[src/rtl/csa_mpadd_seq.sv]
// rtl/csa_mpadd_seq.sv - multi-precision add/subtract sequencer over one 16-bit carry-select slice

module csa_mpadd_slice (
    input  logic [15:0] a,
    input  logic [15:0] b,
    input  logic        cin,
    output logic [15:0] sum,
    output logic        cout
);
    logic [4:0] c;

    assign c[0] = cin;

    // Each 4-bit block precomputes both carry-in outcomes; the incoming carry only drives the mux.
    for (genvar g = 0; g < 4; g++) begin : g_blk
        logic [4:0] r0;
        logic [4:0] r1;
        assign r0 = {1'b0, a[4*g +: 4]} + {1'b0, b[4*g +: 4]};
        assign r1 = {1'b0, a[4*g +: 4]} + {1'b0, b[4*g +: 4]} + 5'd1;
        assign {c[g+1], sum[4*g +: 4]} = c[g] ? r1 : r0;
    end

    assign cout = c[4];
endmodule

module csa_mpadd_seq #(
    parameter  int WORDS = 4,
    localparam int CNT_W = $clog2(WORDS)
) (
    input  logic                clk,
    input  logic                rst_n,
    input  logic                in_valid,
    output logic                in_ready,
    input  logic [16*WORDS-1:0] in_a,
    input  logic [16*WORDS-1:0] in_b,
    input  logic                in_sub,
    input  logic                in_cin,
    output logic                out_valid,
    input  logic                out_ready,
    output logic [16*WORDS-1:0] out_sum,
    output logic                out_cout,
    output logic                out_ovf,
    output logic                busy
);
    localparam int               W        = 16 * WORDS;
    localparam logic [CNT_W-1:0] LAST_IDX = CNT_W'(WORDS - 1);

    typedef enum logic [1:0] {
        S_IDLE,
        S_RUN,
        S_DONE
    } state_t;

    state_t            state_q, state_d;
    logic [CNT_W-1:0]  idx_q, idx_d;
    logic              carry_q, carry_d;
    logic [W-1:0]      a_q, a_d;
    logic [W-1:0]      b_q, b_d;
    logic [W-1:0]      res_q, res_d;
    logic [W-1:0]      out_sum_q, out_sum_d;
    logic              out_cout_q, out_cout_d;
    logic              out_ovf_q, out_ovf_d;
    logic              out_valid_q, out_valid_d;
    logic              in_ready_q, in_ready_d;

    logic [15:0]       slice_a;
    logic [15:0]       slice_b;
    logic [15:0]       slice_sum;
    logic              slice_cout;

    assign slice_a = a_q[16*idx_q +: 16];
    assign slice_b = b_q[16*idx_q +: 16];

    csa_mpadd_slice u_slice (
        .a    (slice_a),
        .b    (slice_b),
        .cin  (carry_q),
        .sum  (slice_sum),
        .cout (slice_cout)
    );

    always_comb begin
        state_d     = state_q;
        idx_d       = idx_q;
        carry_d     = carry_q;
        a_d         = a_q;
        b_d         = b_q;
        res_d       = res_q;
        out_sum_d   = out_sum_q;
        out_cout_d  = out_cout_q;
        out_ovf_d   = out_ovf_q;
        out_valid_d = out_valid_q;

        case (state_q)
            S_IDLE: begin
                if (in_valid && in_ready_q) begin
                    // Subtract is folded into the add path: A + ~B + 1.
                    a_d        = in_a;
                    b_d        = in_sub ? ~in_b : in_b;
                    carry_d    = in_sub ? 1'b1 : in_cin;
                    idx_d      = '0;
                    res_d      = '0;
                    out_sum_d  = '0;
                    out_cout_d = 1'b0;
                    out_ovf_d  = 1'b0;
                    state_d    = S_RUN;
                end
            end
            S_RUN: begin
                for (int i = 0; i < WORDS; i++) begin
                    if (idx_q == CNT_W'(i)) begin
                        res_d[16*i +: 16] = slice_sum;
                    end
                end
                carry_d = slice_cout;
                if (idx_q == LAST_IDX) begin
                    out_sum_d   = res_d;
                    out_cout_d  = slice_cout;
                    out_ovf_d   = (slice_a[15] == slice_b[15]) && (slice_sum[15] != slice_a[15]);
                    out_valid_d = 1'b1;
                    state_d     = S_DONE;
                end else begin
                    idx_d = idx_q + 1'b1;
                end
            end
            S_DONE: begin
                if (out_ready) begin
                    out_valid_d = 1'b0;
                    state_d     = S_IDLE;
                end
            end
            default: begin
                state_d = S_IDLE;
            end
        endcase

        in_ready_d = (state_d == S_IDLE);
    end

    always_ff @(posedge clk or negedge rst_n) begin
        if (!rst_n) begin
            state_q     <= S_IDLE;
            idx_q       <= '0;
            carry_q     <= 1'b0;
            a_q         <= '0;
            b_q         <= '0;
            res_q       <= '0;
            out_sum_q   <= '0;
            out_cout_q  <= 1'b0;
            out_ovf_q   <= 1'b0;
            out_valid_q <= 1'b0;
            in_ready_q  <= 1'b0;
        end else begin
            state_q     <= state_d;
            idx_q       <= idx_d;
            carry_q     <= carry_d;
            a_q         <= a_d;
            b_q         <= b_d;
            res_q       <= res_d;
            out_sum_q   <= out_sum_d;
            out_cout_q  <= out_cout_d;
            out_ovf_q   <= out_ovf_d;
            out_valid_q <= out_valid_d;
            in_ready_q  <= in_ready_d;
        end
    end

    assign in_ready  = in_ready_q;
    assign out_valid = out_valid_q;
    assign out_sum   = out_sum_q;
    assign out_cout  = out_cout_q;
    assign out_ovf   = out_ovf_q;
    assign busy      = (state_q != S_IDLE);
endmodule

[config.mk]
export PLATFORM = sky130hd
export DESIGN_NAME = csa_mpadd_seq
export DESIGN_NICKNAME = d
export VERILOG_FILES = /design/src/rtl/csa_mpadd_seq.sv
export SDC_FILE = /design/constraint.sdc
export NUM_CORES = 1
export LEC_CHECK = 0
export CORE_ASPECT_RATIO = 0.9
export CORE_UTILIZATION = 40
export DETAILED_ROUTE_END_ITERATION = 16
export GPL_TIMING_DRIVEN = 0
export PLACE_DENSITY = 0.64
export SYNTH_ARGS = -nofsm -noshare
export SYNTH_HDL_FRONTEND = slang
export SYNTH_SLANG_ARGS = --single-unit
[constraint.sdc]
create_clock -name clk -period 16.05 [get_ports clk]
set_clock_uncertainty 0.15 [all_clocks]
set_input_delay 3.21 -clock clk [delete_from_list [all_inputs] [get_ports clk]]
set_output_delay 3.21 -clock clk [all_outputs]
set_load 0.1 [all_outputs]
==> Yosys cells after proc, flatten, opt, wreduce, memory -nomap -nowiden <==
Cells that the tools add are included.
Widths: inputs -> output; s select.
{ "word_totals": {"regBits": 265, "word_cells": 78, "input_bits": 134, "out_inout_bits": 69} }
{ "classes": {"n_reduce_logical": 13, "n_bitwise": 1, "n_addsub": 9, "n_mux": 31, "shifts": 2, "eq_ne": 11} }
{ "ops": {"columns": ["cell", "count"], "rows": [
  ["$pmux 64 s2", 2],
  ["$mux 64", 3],
  ["$shiftx 64x7->16", 2],
  ["$mux 16", 4],
  ["$not 64->64", 1],
  ["$add 4x4->5", 4],
  ["$add 5x1->5 const B", 4],
  ["$mux 5", 4],
  ["$mux 2", 5],
  ["$reduce_and 3->1", 3],
  ["$ne 2x2->1 const B", 4],
  ["$pmux 1 s2", 4],
  ["$mux 1", 7],
  ["$eq 2x2->1 const B", 3],
  ["$logic_not 2->1", 3],
  ["$pmux 2 s3", 1],
  ["$reduce_bool 2->1", 3],
  ["$eq 2x1->1 const B", 2],
  ["$pmux 2 s2", 1],
  ["$reduce_and 2->1", 2],
  ["$add 2x1->2 const B", 1],
  ["$logic_and 1x1->1", 2],
  ["$eq 1x1->1", 1],
  ["$ne 1x1->1", 1]
]} }

==> Logic depth before layout (Yosys ltp) <==
Gate-level depths: netlist (run 1).
{ "depth": {"ltp_word": 11, "mapped_depth": 14} }

==> Cells and area by module <==
A second synthesis (run 1) with hierarchy kept.
{ "hier_totals": {"hier_cells": 1124, "area_unflattened_um2": 12094.1} }
{ "modules_own_cells": {"columns": ["mod", "instances", "seq_area_each_um2", "area_per_inst_um2", "cells_each"], "rows": [
  ["csa_mpadd_seq", 1, 6231.0, 11198.2, 1023],
  ["csa_mpadd_slice", 1, 0.0, 895.9, 101]
]} }

==> Least setup slack after synthesis (run 1) <==
Ideal clock, no wire load.
{ "synth_path": {"path_kind": "register -> register", "start": "register idx_q[0]", "end": "register out_ovf_q, in the netlist out_ovf", "setup_time_ps": 92, "stages_incl_launch_ff": 15, "synth_period_minus_slack_ps": 5264, "arrival_time_ps": 5022, "path_slack_ps": 10786, "path_cell_list": "dfrtp_1 clkbuf_1 buf_1 mux4_2 ha_1 fa_1 ha_1 nand2_1 or2_4 or4_4 a21oi_1 mux2_2 a211oi_4 xnor3_1 o31ai_2"} }
{ "synth_between": {"elab_chain_len": 11, "elab_cells_between_ends": 22} }
{ "synth_lines": {"columns": ["item", "line_no", "rtl"], "rows": [
  ["start: declaration", "55", "logic [CNT_W-1:0] idx_q, idx_d;"],
  ["start signal: assignment", "155", "idx_q <= idx_d;"],
  ["$shiftx 64x7->16, on equally long branches", "71, 72", null],
  ["$add 4x4->5", "18, 19", null],
  ["$add 5x1->5", "19", "assign r1 = {1'b0, a[4*g +: 4]} + {1'b0, b[4*g +: 4]} + 5'd1;"],
  ["$mux 5 (4 in series)", "20", "assign {c[g+1], sum[4*g +: 4]} = c[g] ? r1 : r0;"],
  ["$ne 1x1->1", "119", "out_ovf_d = (slice_a[15] == slice_b[15]) && (slice_sum[15] != slice_a[15]);"],
  ["$logic_and 1x1->1", "119", null],
  ["$mux 1", "116", "if (idx_q == LAST_IDX) begin"],
  ["$pmux 1 s2", "94", "case (state_q)"],
  ["end signal: assignment", "162", "out_ovf_q <= out_ovf_d;"],
  ["end: declaration", "62", "logic out_ovf_q, out_ovf_d;"]
]} }
Several ways; a longest one is shown, not always the timed one. The select of a mux whose other input is x is not followed.
A chain may end at the register's enable or synchronous reset.

==> Worst setup path in the final report (run 1) <==
Ends and elaborated chain as after synthesis.

==> results of run 1 <==
metrics by stage:
stage / std cells / cell area (um2) / utilization (%) / setup slack (ns)
global placement: 1766 / 14400 / 49.5 / 1.04
detailed placement: 1768 / 14500 / 49.7 / 10.00
floorplan: 1169 / 11900 / - / 10.79
finish: 1820 / 15400 / 53.1 / 10.10
CTS: 1820 / 15400 / 53.1 / 9.99
global route: 1820 / 15400 / 53.1 / 9.75
worst max-delay path: stages (launching register included):
cell and delay, ns:
dfrtp_1 0.39, clkbuf_1 0.47, buf_1 0.74, mux4_2 0.63, ha_1 0.25, fa_1 0.54, ha_1 0.16, nand2_1 0.07
or2_4 0.26, or4_4 0.49, a21oi_1 0.25, mux2_2 0.43, a211oi_4 0.42, xnor3_1 0.41, o31ai_2 0.20
flip-flops by register name, summed over array words and instances (netlist names):
name and count:
a_q 64, b_q 64, out_sum 64, res_q 48, idx_q 2, state_q 2, carry_q 1, in_ready 1
out_cout 1, out_ovf 1, out_valid 1
how the worst max path moves through the flow:
stage              from          end  depth (start not counted)
2_1_floorplan  idx_q[0]      out_ovf                         14
3_3_place_gp      rst_n      b_q[50]                          1
3_5_place_dp   idx_q[0]      out_ovf                         14
4_1_cts        idx_q[0]      out_ovf                         14
5_1_grt        idx_q[0]  out_sum[27]                         14
6_report       idx_q[0]      out_ovf                         14
cell usage after synthesis (14+ instances only):
cell | number | area share, %
dfrtp_1 | 249 | 52
xnor2_1 | 80 | 5.9
nor2_1 | 43 | 1.4
clkbuf_1 | 68 | 2.1
nand2_1 | 331 | 10
mux4_2 | 32 | 6.1
inv_1 | 15 | 0.47
a22o_1 | 37 | 2.7
ha_1 | 24 | 2.5
o21ai_0 | 124 | 5.2
a21oi_1 | 45 | 1.9
a21o_1 | 14 | 0.88
cells in the final DEF, fill, tap and decap left out, types with 24 or more instances in the layout:
cell             count
a21oi_1             45
a22o_1              37
clkbuf_1            76
clkbuf_16           29
clkdlybuf4s50_1    200
dfrtp_1            249
ha_1                24
mux4_2              32
nand2_1            331
nor2_1              43
o21ai_0            124
xnor2_1             80
per-layer routing:
layer,global-route usage [%],share of wire (%),up-vias
li1,-,-,4456
met1,33.2,45,4686
met2,37.1,47,361
met3,3.32,6.0,57
met4,5.72,2.1,0
met5,0,0,-
cell families (layout without fill, tap and decap cells):
group / Yosys count / count (layout)
fa+ha+maj: 28 / 28
compound gates: 254 / 254
buf+inv: 93 / 348
simple gates: 405 / 405
mux: 52 / 52
xor+xnor: 88 / 88
flops: 249 / 249
area by class of cell:
class                           instances  area [um2]
Clock buffer                           46         880
Timing Repair Buffer                  203        2070
Clock inverter                          6        86.3
Tap cell                              396         495
Fill cell                            2713       13700
Multi-Input combinational cell        827        5320
Buffer                                 78         293
Inverter                               15        56.3
Sequential cell                       249        6230
==> metrics, run 1 <==
Post-Syn Instances between 1000 and 1500; clk_lat worst skew between 0.5 and 0.6 ns; Slew Viols, Final 0; Post-synth ARST share 100%; Reg2Reg Depth 14; hold path cells 2; row count 59; post-synthesis xor/xnor area fraction 6.59%; synthesized area 0.0119 mm2; Hold Path Origin a_q[34]; period utilization between 30% and 40%; type of origin of the critical path register; vias per inst 5.25; Die Ht 166 um; HPWL after DPL around 26000 um; ANT nets after route 0; WL/cell 19.2 um; WL final 34900 um; Post-synth EDFFs 0; Max Fclk approximately 170 MHz; WP data required approximately 16 ns; Worst Hold Class reg2reg; Synth warnings 0; CTS Buffer Depth 3; fin crit period 5.95 ns; CTS buffer count 28; RSZ-0062 raised after global routing no; clk slew on worst S/H paths 0.06 ns; nets 1564; CTS tree done; Post-Synth Adder-Cell Area 3.20%; post-synth cell types 43; mux contribution to synthesized area 7.87%; Pre-antenna DRT Iters 5; outcome finished, final reports clean; largest net degree at the start of global routing roughly 100; Simple-Gate Fraction of Synth Area between 10% and 20%; Post-CTS Setup Inserts 0; Final Hold Fails 0; Initial Util between 40% and 50%; max-cap viol count 0; compound-gate portion of the synthesized area 13.5%; CTS root buffer clkbuf_16; DRC Markers 0; core area a little under 0.03 mm2; # hold bufs at CTS 0; GR Overflow Total 0; share of cells above drive strength 1 6.81%; reg-to-reg endpoint out_ovf; area delta synth->final 29.7%; vias in the first global route between 9000 and 10000; number of I/O port buffers 201; num ports 203; vias between 9000 and 10000; DIE AREA roughly 0.030 mm2; first-pass GRT wire length 54400 um; antenna violations before repair 0; hold path endpoint a_q[34]; register area share after synthesis 52.4%; clk sinks ~250; H-tree depth 1; GRT Util Overall 23.2%; Fin Setup TNS 0 ns; worst-path fanout max 10; Worst Max-Slew Pin Slew 1.01 ns; syn avg cell area 10.2 um2; antenna diode instance count 0; Mapped Nets 1331; Reg2Reg Setup Slack 10.10 ns; Synth Flop Type dfrtp_1; crit path DAT 6.25 ns; Crit Path Category reg2reg; #FFs+latches synth between 200 and 250; main combinational cell family by area after synthesis simple AND/OR/NAND/NOR gates; hold_ws between 0.3 and 0.4 ns; Iteration-0 DRC Markers roughly 640; r2r startpoint idx_q[0]; RD Place Congestion 0.812; Die Span X around 180 um; CP Capture Type register; post-CTS sizing 0; Slew HR 32.5%; final setup fails 0
Power of run 1 is left out: the tool's default activity adds up to more than one toggle a clock period on the data nets, which glitch-free logic cannot reach.
==> inputs of run 2 (changes only) <==
- clock period: 16.05 -> 6.2 ns (I/O delays scaled with it)
==> run 2 against run 1 <==
Against the previous run:
- flip-flop and latch count did not move
- first-iteration DRC count did not move
- critical path depth fell by 2
- largest cell class unchanged
- critical endpoint unchanged
==> metrics, run 2 (synthesized netlist as in run 1, its figures left out) <==
outcome finished, final reports clean; CTS tree done; Finished Core Util 53.1% (about the same); Slew HR 32.5% (unchanged); vias in the first global route 9574 (unchanged); GR Overflow Total 0 (unchanged); Worst path slowest cell buf_1; vias per inst 5.25 (about the same); Slew Viols, Final 0 (unchanged); row count 59 (unchanged); largest net degree at the start of global routing 101 (unchanged); Crit Path Category reg2reg; Reg2Reg Setup Slack 0.43 ns (-9.67 ns); number of I/O port buffers 201 (unchanged); critical path, cell by cell clkbuf_1 > buf_1 > mux4_2 > fa_1 > xor2_1 > o211ai_1 > or4_4 > a21oi_1 > mux2_2 > a211oi_4 > xnor3_1 > o31ai_2; Worst Max-Slew Pin Slew 1.01 ns (unchanged); max layer used met4; CTS Buffer Depth 3 (unchanged); met3 wire len 2110 um (unchanged); critical path buffer and inverter count 2 (unchanged); # hold bufs at CTS 0 (unchanged); nets 1564 (unchanged); reg-to-reg endpoint out_ovf; Placed Cells 1768 (unchanged); r2r startpoint idx_q[0]; crit path DAT 6.07 ns (-0.18 ns); clk sinks 249 (unchanged); ANT nets after route 0 (unchanged); CP Capture Type register; HPWL after DPL 25900 um (unchanged); most frequent cells in the layout nand2_1 (331), dfrtp_1 (249), clkdlybuf4s50_1 (200); WL/cell 19.2 um (about the same); final-layout fill cell count 2712 (-0.037%); Die Ht 166 um (unchanged); WP data required 6.50 ns (-9.85 ns); hold_ws 0.320 ns (unchanged); share of cells above drive strength 1 6.88% (+0.070 points); core area 0.0291 mm2 (unchanged); Final Hold Fails 0 (unchanged); Worst path top cell family by delay buffers and inverters; area delta synth->final 29.7% (about the same); antenna violations before repair 0 (unchanged); clk_lat worst skew 0.55 ns (about the same); DRC Markers 0 (unchanged); critical path's largest stage delay 0.76 ns (+0.02 ns); Worst Hold Class reg2reg; H-tree depth 1 (unchanged); antenna diode instance count 0 (unchanged); RSZ-0062 raised after global routing no; WL final 34900 um (about the same); hold path cells 2 (unchanged); Max Fclk 173 MHz (+3.2%); final setup fails 0 (unchanged); Hold Path Origin a_q[34]; Initial Util 40.9% (unchanged); fin crit period 5.77 ns (-0.185 ns); period utilization 93.0% (+56 points); max-cap viol count 0 (unchanged); CTS root buffer clkbuf_16; post-route insts no fill 1820 (unchanged); CTS buffer count 28 (unchanged); worst-path fanout max 10 (unchanged); Reg2Reg Depth 12 (-2); hold path endpoint a_q[34]; num ports 203 (unchanged); Levels on crit path 12 (-2); Post-Route M1 WL 15700 um (about the same); commonest non-fill, non-tap cell in the layout nand2_1; type of origin of the critical path register; clk slew on worst S/H paths 0.06 ns (about the same); Pre-antenna DRT Iters 5 (unchanged); DIE AREA 0.0304 mm2 (unchanged); Die Span X 184 um (unchanged); first-pass GRT wire length 54400 um (unchanged); Iteration-0 DRC Markers 637 (unchanged); metal2 WL 16400 um (about the same); GRT Util Overall 23.2% (unchanged); RD Place Congestion 0.812 (unchanged); vias 9564 (+0.042%)
==> run 2: what timing repair did <==
action | CTS | global route
buffers inserted | 0 | 0
setup endpoints to repair | 0 | 13
resized for setup | 0 | 2
==> run 2: worst max path at each step <==
stage,startpoint,endpoint,slack (ns)
finish,idx_q[0],out_ovf,0.43
global route,idx_q[0],out_sum[27],0.08
CTS,idx_q[0],out_ovf,0.14
detailed placement,idx_q[0],out_ovf,0.15
global placement,rst_n,b_q[49],-6.84
floorplan,idx_q[0],out_ovf,0.94
==> run 2: through the flow <==
| step | TNS [ns] | setup slack [ns] | cell area, um2 |
|---|---|---|---|
| floorplan | 0 | 0.936 | 11900 |
| detailed placement | 0 | 0.152 | 14500 |
| global route | 0 | 0.0817 | 15400 |
| global placement | -1697.55 | -6.84 | 14400 |
| finish | 0 | 0.433 | 15400 |
| CTS | 0 | 0.142 | 15400 |
==> run 2: layout make-up <==
| class | count | area [um2] | share of cell area, % |
|---|---|---|---|
| Timing Repair Buffer | 203 | 2070 | 13.4 |
| Multi-Input combinational cell | 827 | 5320 | 34.5 |
| Tap cell | 396 | 495 | 3.21 |
| Clock buffer | 46 | 880 | 5.70 |
| Sequential cell | 249 | 6230 | 40.4 |
| Clock inverter | 6 | 86.3 | 0.559 |
| Inverter | 15 | 56.3 | 0.365 |
| Buffer | 78 | 294 | 1.90 |
==> run 2: tightest hold or removal path, cell delays in order (launching register included) <==
cell and delay, ns:
dfrtp_1 0.34, nand2_1 0.05, nand2_1 0.05
==> run 2: routing by layer <==
metal  vias up  GRT usage [%]
li1       4456              -
met1      4690           33.2
met2       361           37.1
met3        57           3.32
met4         0           5.72
met5         -              0
Power of run 2 is left out for the same reason.
